===== src/rtl/rgb_pwm_gen.sv =====
// rgb_pwm_gen: three-channel 8-bit PWM generator for an RGB LED driver.
// A prescaler sets the PWM step rate. A 256-step phase counter forms each period.
// New settings go into a shadow register through a valid/ready handshake.
// The shadow is applied only at a period boundary, so no PWM pulse is ever cut short.
// The solid, blink, breathe and off modes shape each channel's effective duty.
module rgb_pwm_gen #(
  parameter int          PRESCALE      = 48,
  parameter int          BLINK_PERIODS = 64,
  parameter int          BREATHE_DIV   = 2,
  parameter logic [7:0]  RESET_R       = 8'd255,
  parameter logic [7:0]  RESET_G       = 8'd0,
  parameter logic [7:0]  RESET_B       = 8'd0
) (
  input  logic       clk,
  input  logic       rst,
  input  logic       cfg_valid,
  output logic       cfg_ready,
  input  logic [7:0] cfg_r,
  input  logic [7:0] cfg_g,
  input  logic [7:0] cfg_b,
  input  logic [1:0] cfg_mode,
  output logic       pwm_r,
  output logic       pwm_g,
  output logic       pwm_b,
  output logic       period_end
);

  typedef enum logic [1:0] {
    MODE_SOLID   = 2'b00,
    MODE_BLINK   = 2'b01,
    MODE_BREATHE = 2'b10,
    MODE_OFF     = 2'b11
  } mode_e;

  typedef struct packed {
    logic [7:0] r;
    logic [7:0] g;
    logic [7:0] b;
    mode_e      mode;
  } cfg_t;

  localparam int PW = (PRESCALE > 1)      ? $clog2(PRESCALE)      : 1;
  localparam int BW = (BLINK_PERIODS > 1) ? $clog2(BLINK_PERIODS) : 1;
  localparam int DW = (BREATHE_DIV > 1)   ? $clog2(BREATHE_DIV)   : 1;

  localparam cfg_t RESET_CFG = '{r: RESET_R, g: RESET_G, b: RESET_B, mode: MODE_SOLID};

  logic [PW-1:0] presc;
  logic          step;
  logic [7:0]    phase;

  cfg_t          shadow;
  cfg_t          active;
  logic          pending;
  logic          accept;
  logic          apply;
  logic          mode_change;

  logic [BW-1:0] blink_cnt;
  logic          blink_on;
  logic [DW-1:0] breathe_cnt;
  logic [7:0]    level;
  logic          level_up;

  logic [7:0]    eff_r;
  logic [7:0]    eff_g;
  logic [7:0]    eff_b;

  // With PRESCALE=1 the counter never leaves 0, so step is high every cycle.
  assign step        = (presc == PW'(PRESCALE - 1));
  assign period_end  = step && (phase == 8'hFF);
  assign cfg_ready   = !pending;
  assign accept      = cfg_valid && !pending;
  // accept needs pending=0 and apply needs pending=1, so the two never coincide.
  assign apply       = period_end && pending;
  assign mode_change = apply && (shadow.mode != active.mode);

  // Prescaler and phase counter: they set the PWM step rate and the period.
  always_ff @(posedge clk or posedge rst) begin
    // NOTE: registers update with <= so that every block samples the values from before the edge.
    if (rst) begin
      presc <= '0;
      phase <= '0;
    end else begin
      presc <= step ? '0 : presc + 1'b1;
      if (step) phase <= phase + 8'd1;
    end
  end

  // Shadow register and pending flag: the configuration handshake side.
  always_ff @(posedge clk or posedge rst) begin
    // NOTE: the shadow is cleared on reset as well, so a setting that was pending before reset is dropped.
    if (rst) begin
      shadow  <= '0;
      pending <= 1'b0;
    end else if (accept) begin
      shadow  <= '{r: cfg_r, g: cfg_g, b: cfg_b, mode: mode_e'(cfg_mode)};
      pending <= 1'b1;
    end else if (apply) begin
      pending <= 1'b0;
    end
  end

  // Active configuration: it changes only at a period boundary.
  always_ff @(posedge clk or posedge rst) begin
    if (rst)        active <= RESET_CFG;
    else if (apply) active <= shadow;
  end

  // Blink phase: the on/off phase toggles after each BLINK_PERIODS periods.
  always_ff @(posedge clk or posedge rst) begin
    if (rst) begin
      blink_cnt <= '0;
      blink_on  <= 1'b1;
    end else if (mode_change) begin
      blink_cnt <= '0;
      blink_on  <= 1'b1;
    end else if (period_end && active.mode == MODE_BLINK) begin
      if (blink_cnt == BW'(BLINK_PERIODS - 1)) begin
        blink_cnt <= '0;
        blink_on  <= !blink_on;
      end else begin
        blink_cnt <= blink_cnt + 1'b1;
      end
    end
  end

  // Breathe level: a triangle wave between 0 and 255, one step per BREATHE_DIV periods.
  always_ff @(posedge clk or posedge rst) begin
    if (rst) begin
      breathe_cnt <= '0;
      level       <= '0;
      level_up    <= 1'b1;
    end else if (mode_change) begin
      breathe_cnt <= '0;
      level       <= '0;
      level_up    <= 1'b1;
    end else if (period_end && active.mode == MODE_BREATHE) begin
      if (breathe_cnt == DW'(BREATHE_DIV - 1)) begin
        breathe_cnt <= '0;
        if (level_up) begin
          if (level == 8'hFF) begin
            level    <= 8'hFE;
            level_up <= 1'b0;
          end else begin
            level    <= level + 8'd1;
          end
        end else begin
          if (level == 8'h00) begin
            level    <= 8'h01;
            level_up <= 1'b1;
          end else begin
            level    <= level - 8'd1;
          end
        end
      end else begin
        breathe_cnt <= breathe_cnt + 1'b1;
      end
    end
  end

  // Effective duty per channel, taken from the active mode and its modulation state.
  always_comb begin
    // NOTE: giving every output a default first means no path can leave a latch behind.
    eff_r = '0;
    eff_g = '0;
    eff_b = '0;
    unique case (active.mode)
      MODE_SOLID: begin
        eff_r = active.r;
        eff_g = active.g;
        eff_b = active.b;
      end
      MODE_BLINK: begin
        if (blink_on) begin
          eff_r = active.r;
          eff_g = active.g;
          eff_b = active.b;
        end
      end
      MODE_BREATHE: begin
        eff_r = 8'(({8'd0, active.r} * {8'd0, level}) >> 8);
        eff_g = 8'(({8'd0, active.g} * {8'd0, level}) >> 8);
        eff_b = 8'(({8'd0, active.b} * {8'd0, level}) >> 8);
      end
      MODE_OFF: ;
    endcase
  end

  // PWM outputs are registered so the LED driver sees glitch-free levels.
  always_ff @(posedge clk or posedge rst) begin
    if (rst) begin
      pwm_r <= 1'b0;
      pwm_g <= 1'b0;
      pwm_b <= 1'b0;
    end else begin
      pwm_r <= (phase < eff_r);
      pwm_g <= (phase < eff_g);
      pwm_b <= (phase < eff_b);
    end
  end

endmodule


===== config.mk =====
export PLATFORM = sky130hd
export DESIGN_NAME = rgb_pwm_gen
export DESIGN_NICKNAME = d
export VERILOG_FILES = /design/src/rtl/rgb_pwm_gen.sv
export SDC_FILE = /design/constraint.sdc
export NUM_CORES = 1
export LEC_CHECK = 0
export ABC_AREA = 1
export CAP_MARGIN = 10
export CORE_MARGIN = 5
export CORE_UTILIZATION = 28
export CTS_CLUSTER_SIZE = 16
export DETAILED_ROUTE_END_ITERATION = 10
export GPL_ROUTABILITY_DRIVEN = 0
export PLACE_DENSITY_LB_ADDON = 0.12
export SETUP_SLACK_MARGIN = 0.2
export SYNTH_ARGS = -nofsm -noshare
export SYNTH_HDL_FRONTEND = slang
export SYNTH_SLANG_ARGS = --single-unit

===== constraint.sdc =====
create_clock -name clk -period 6.8 [get_ports clk]
set_input_delay 1.02 -clock clk [delete_from_list [all_inputs] [get_ports clk]]
set_output_delay 1.02 -clock clk [all_outputs]
set_load 0.005 [all_outputs]

== Word-level counts from Yosys, hierarchy flattened ==
Index checks and enable logic that the tools add are counted.

* Equality and inequality tests: 7
* Add/subtract/negate cells: 6
* Muxes and demuxes: 30
* Reductions and logical operators: 17
* $mul: 3
* Magnitude comparators: 3

{| class="wikitable"
|+ Operator list
! operator !! count
|-
| two-way mux 8 bit || 9
|-
| one-hot mux 8 bit (3 select lines) || 3
|-
| multiplier 8 x 8 -> 16 bit || 3
|-
| < comparator 8 bit || 3
|-
| two-way mux 6 bit || 4
|-
| adder 8 x 1 -> 8 bit (second input constant) || 2
|-
| == test 8 bit (second input constant) || 2
|-
| two-way mux 1 bit || 14
|-
| adder 6 x 1 -> 6 bit (second input constant) || 2
|-
| == test 6 bit (second input constant) || 2
|-
| nonzero test 2 bit || 5
|-
| logical NOT 8 bit || 1
|-
| subtractor 8 x 1 -> 8 bit (second input constant) || 1
|-
| logical AND 1 bit || 6
|-
| AND reduction 2 bit || 2
|-
| == test 2 x 1 -> 1 bit (second input constant) || 1
|-
| == test 2 bit (second input constant) || 1
|-
| logical NOT 1 bit || 2
|-
| logical NOT 2 bit || 1
|-
| != test 2 bit || 1
|-
| adder 1 bit (second input constant) || 1
|}

* Output and inout bits: 5
* Word-level logic and storage cells: 85
* Input port bits: 29
* Register bits: 87

== Longest topological paths before layout ==
* Depth after elaboration: 6
* Mapped depth: 33
* Gate-level depth less buffers: 31

== Least setup slack after synthesis ==
OpenSTA, ideal clock, no wires.

* Path kind: register to register
* Start point: register level[7]
* End point: register pwm_b
* Slack: 1.623 ns
* Stages on the path, launching flop included: 30
* Period minus slack after synthesis: 5.177 ns
* Arrival time: 5.099 ns
* Buffers on the path: 2
* Data required time: 6.723 ns
* Setup time: 0.077 ns
* Cells stage by stage: dfrtp_1 -> clkbuf_1 -> buf_1 -> nand2_1 -> fa_1 -> fa_1 -> inv_1 -> fa_1 -> inv_1 -> fa_1 -> inv_1 -> ha_1 -> nand2_1 -> inv_1 -> a21oi_1 -> nand2_1 -> nand2_1 -> nand2_1 -> nand2_1 -> nand2_1 -> nand2_1 -> nand2_1 -> nand2_1 -> nand2_1 -> o21ai_0 -> inv_1 -> ha_1 -> a21oi_1 -> nand2_1 -> a21oi_1

* Longest elaborated chain between the ends: 3

{| class="wikitable"
|+ RTL lines
! element !! RTL line !! text
|-
| start: declaration || 62 || <nowiki>logic [7:0] level;</nowiki>
|-
| start signal: assignment || 146 || <nowiki>level <= level + 8'd1;</nowiki>
|-
| start signal: assignment || 153 || <nowiki>level <= level - 8'd1;</nowiki>
|-
| multiplier 8 x 8 -> 16 bit || 184 || <nowiki>eff_b = 8'(({8'd0, active.b} * {8'd0, level}) >> 8);</nowiki>
|-
| one-hot mux 8 bit (3 select lines) || 168 || <nowiki>unique case (active.mode)</nowiki>
|-
| < comparator 8 bit || 199 || <nowiki>pwm_b <= (phase < eff_b);</nowiki>
|-
| end signal: assignment || 199 ||
|-
| end: declaration || 24 || <nowiki>output logic pwm_b,</nowiki>
|}

No other way between the ends.
A chain may end at the register's enable or synchronous reset.

== Worst setup path after layout ==
* Start point: register level[4]
* End point: register pwm_g

* Longest elaborated chain between the ends: 3

{| class="wikitable"
|+ RTL lines
! element !! RTL line !! text
|-
| multiplier 8 x 8 -> 16 bit || 183 || <nowiki>eff_g = 8'(({8'd0, active.g} * {8'd0, level}) >> 8);</nowiki>
|-
| one-hot mux 8 bit (3 select lines) || 168 ||
|-
| < comparator 8 bit || 198 || <nowiki>pwm_g <= (phase < eff_g);</nowiki>
|-
| end signal: assignment || 198 ||
|-
| end: declaration || 23 || <nowiki>output logic pwm_g,</nowiki>
|}

No other way between the ends.

==> flow_metrics.py <==
metrics = {
    "synthesis": {
        "seq_area_frac_synth_pct": 19.84,
        "synthesis.nets": 1730,
        "ys_warn_count": 0,
        "synth_top_area_share_pct": 19.05,
        "synth_seq_cells": 87,
        "syn_inst": 1470,
        "synth_area_um2": 11040,
        "synth.distinct_cells": 34,
        "synth_area_leaders": "fa_1 19%, dfrtp_1 17%, ha_1 14%",
        "avgSynthCellArea_um2": 7.507,
        "synth_top_area_cell": "fa_1",
    },
    "sta": {
        "finalSetupTns_ns": 0,
        "setup_violations": 0,
        "fin_crit_sh_pct": 82.08,
        "worst_pin_slew_ns": 0.9046,
        "slew_headroom_pct": 39.70,
        "post-route-min-period_ns": 5.581,
        "clock_skew_ns": 0.009662,
        "whs_ns": 0.4675,
        "rsz0062_at_grt": "no",
        "maxSlewViolCount": 0,
        "fmax_mhz": 179.2,
        "hold_viol_final": 0,
    },
    "critical_path": {
        "cp_data_required_time_ns": 7.08,
        "arrival_ns": 5.86,
        "crit_top_cell": "a21oi_1",
        "cp_slowest_cell": "dfrtp_1",
        "cp_num_buf_inv": 5,
        "critPathCaptureType": "register",
        "path_max_fanout": 15,
        "path_delay_family": "adder cells",
        "r2r_cells": 24,
        "max_stage_delay_ns": 0.81,
        "start_kind": "register",
        "cp_num_cells": 24,
        "path_cells": "buf_4, nand2_1, fa_1, fa_1, inv_1, fa_1, inv_1, fa_1, inv_1, ha_1, nand2_1, inv_1, a21oi_1, nand2_1, nand2_1, nand2_1, a21oi_1, o21ai_0, a21oi_1, a21oi_1, ha_1, a21oi_1, o21ai_0, a21oi_1",
        "r2r_slack_ns": 1.22,
        "crit_type": "register to register",
    },
    "global_route": {
        "top_usage_layer": "met2",
        "met2_usage_pct": 22.19,
        "grt_first_pass_wirelength_um": 46090,
        "globalRouteMet1Util_pct": 18.36,
        "grt.total_usage_pct": 13.15,
        "grt_pass1_vias": 8810,
        "grt_max_degree": 47,
        "grt-ovfl-total": 0,
        "globalRouteMet3Util_pct": 1.491,
        "antenna_found_initial": 0,
    },
    "final_layout": {
        "area_delta_synth_final_pct": 10.61,
        "fill_cells": 4216,
        "drive_above_1_share_pct": 6.441,
        "final_net_count": 1730,
        "diodes": 0,
    },
    "outcome": {
        "status": "finished clean",
    },
    "power": {
        "combPwrFrac_pct": 2.5,
        "peakVddDrop_mv": 0.1092,
        "p_seq_share_pct": 46.9,
        "leakage_nw": 7.585,
        "intPower_w": 0.0008551,
        "switching_share_pct": 22.47,
        "clockPowerShare_pct": 50.6,
        "p_sw_w": 0.0002479,
        "p_per_area_nw_per_um2": 90.36,
    },
    "floorplan": {
        "die_h_um": 208.5,
        "core_area_um2": 38830,
        "die-area_um2": 43480,
        "rows": 72,
        "dieWidth_um": 208.5,
        "ios": 34,
        "start_util_pct": 28.42,
    },
    "min_path": {
        "hold_path_depth": 1,
        "hold_path.class": "register to register",
    },
    "detailed_routing": {
        "drtIter0Drc": 329,
        "ant_nets": 0,
        "via_per_inst": 4.289,
        "drt_pass1_iterations": 5,
        "routedWlPerCell_um": 13.90,
        "vias": 8548,
        "drc_errors": 0,
        "finalWirelength_um": 27710,
    },
    "cts": {
        "cts_tree": "done",
        "cts_made_buffers": 9,
        "clk_pin_slew_worst_paths_ns": 0.07,
        "cts_resized": 0,
        "cts_root_buffer": "clkbuf_16",
        "clk_latency_ns": 0.36,
        "ctsLongestPathBuffers": 2,
        "cts_max_level": 3,
        "cts.hold.buffers_added": 0,
        "cts_setup_buffers": 0,
        "clock-sinks": 87,
    },
    "place": {
        "dpl.hpwl_um": 21500,
        "portBuffers": 33,
    },
    "flow_run": {
        "cap_violations": 0,
    },
}
-- per-layer routing --
metal  vias to the layer above  wire length (um)
li1                       4382                 -
met1                      4087             13940
met2                        68             13030
met3                        11               504
met4                         0               236
met5                         -                 0
-- flip-flops by register name (all words and copies together), names as in the netlist --
signal       count
pending          1
phase            8
level            8
pwm_g            1
blink_on         1
breathe_cnt      1
pwm_r            1
level_up         1
blink_cnt        6
active          26
presc            6
shadow          26
pwm_b            1
-- logic make-up (layout without fill, tap and decap cells) --
kind of cell	after synthesis	after routing	synth area share, %
compound gates	126	126	6.134
xor+xnor	24	24	1.905
fa+ha+maj	231	231	33.33
mux	44	44	4.490
simple gates	499	499	18.49
flops	87	87	19.84
buf+inv	459	464	15.80
-- power groups by stage --
stage,clock (W),combinational [W],sequential [W]
floorplan,0,0.00000763,0.000527
global placement,0,0.0000290,0.000527
detailed placement,0,0.0000292,0.000527
CTS,0.000579,0.0000293,0.000517
global route,0.000598,0.0000314,0.000517
finish,0.000558,0.0000277,0.000517
-- stage by stage --
step | power, W | setup slack [ns] | instances | instance area, um^2 | utilization, %
floorplan | 0.0005349 | 1.623 | 1470 | 11040 | -
global placement | 0.0005562 | 1.287 | 1977 | 11890 | 30.61
detailed placement | 0.0005564 | 1.195 | 1977 | 11890 | 30.61
CTS | 0.001126 | 1.196 | 1993 | 12210 | 31.44
global route | 0.001146 | 0.7333 | 1993 | 12210 | 31.44
finish | 0.001103 | 1.219 | 1993 | 12210 | 31.44
-- cell usage in the layout (no fill, tap or decap) --
cell type / n
mux2_2: 44
a21o_1: 2
a221oi_1: 2
o31ai_1: 3
nor2_1: 46
bufinv_16: 2
fa_1: 105
dfstp_2: 10
nand2_1: 372
clkdlybuf4s50_1: 33
nor3_4: 1
buf_4: 15
clkinv_4: 1
nand3_1: 48
a21oi_1: 59
nand3_2: 3
o21ai_4: 1
nor4_4: 1
nand3b_1: 1
clkinvlp_4: 1
inv_4: 1
inv_6: 1
o21a_1: 1
a22oi_1: 1
xnor2_1: 5
inv_1: 398
and3_1: 1
o21bai_1: 4
o21ai_0: 53
nand4_1: 14
dfrtp_1: 77
inv_2: 1
clkbuf_16: 9
nor3_1: 10
nand2_2: 2
xor2_1: 19
clkinv_2: 2
ha_1: 126
-- worst paths after layout --
kind,start,to
worst min-delay path,presc[0],presc[0]
worst max-delay path,level[4],pwm_g
worst min register to register,presc[0],presc[0]
worst max register to register,level[4],pwm_g
min in group asynchronous,rst,shadow[1]
max in group asynchronous,rst,active[14]
-- worst reg2reg max path, stage by stage, from the launching register on --
cell and delay [ns]:
dfrtp_1 0.81, buf_4 0.27, nand2_1 0.08, fa_1 0.51, fa_1 0.50, inv_1 0.06
fa_1 0.53, inv_1 0.05, fa_1 0.52, inv_1 0.04, ha_1 0.33, nand2_1 0.08
inv_1 0.05, a21oi_1 0.17, nand2_1 0.09, nand2_1 0.08, nand2_1 0.08, a21oi_1 0.20
o21ai_0 0.10, a21oi_1 0.22, a21oi_1 0.08, ha_1 0.32, a21oi_1 0.13, o21ai_0 0.08
a21oi_1 0.12
-- area by class of cell --
class,instances,area [um^2],area share (%)
clock buffers,9,225.2,1.845
clock inverters,7,95.09,0.7790
inverters,400,1504,12.32
multi-input cells,924,7102,58.18
flip-flops and latches,87,2190,17.94
well taps,518,648.1,5.310
repair buffers,48,442.9,3.629
-- cells in the mapped netlist --
master / instances
buf_6: 1
a21o_1: 2
xnor2_1: 5
xor2_1: 19
a22oi_1: 1
dfrtp_1: 77
nand3_2: 3
nor3_1: 10
nand3_1: 48
buf_2: 2
nor3_4: 1
buf_4: 3
o21ai_0: 53
nand2_1: 372
a221oi_1: 2
ha_1: 126
inv_1: 399
o21a_1: 1
o21ai_4: 1
and3_1: 1
inv_2: 1
nand2_2: 2
nand4_1: 14
a21oi_1: 59
nand3b_1: 1
mux2_2: 44
o21bai_1: 4
clkbuf_1: 35
fa_1: 105
nor2_1: 46
buf_1: 18
dfstp_2: 10
nor4_4: 1
o31ai_1: 3
Power figures use the tool's default switching activity.
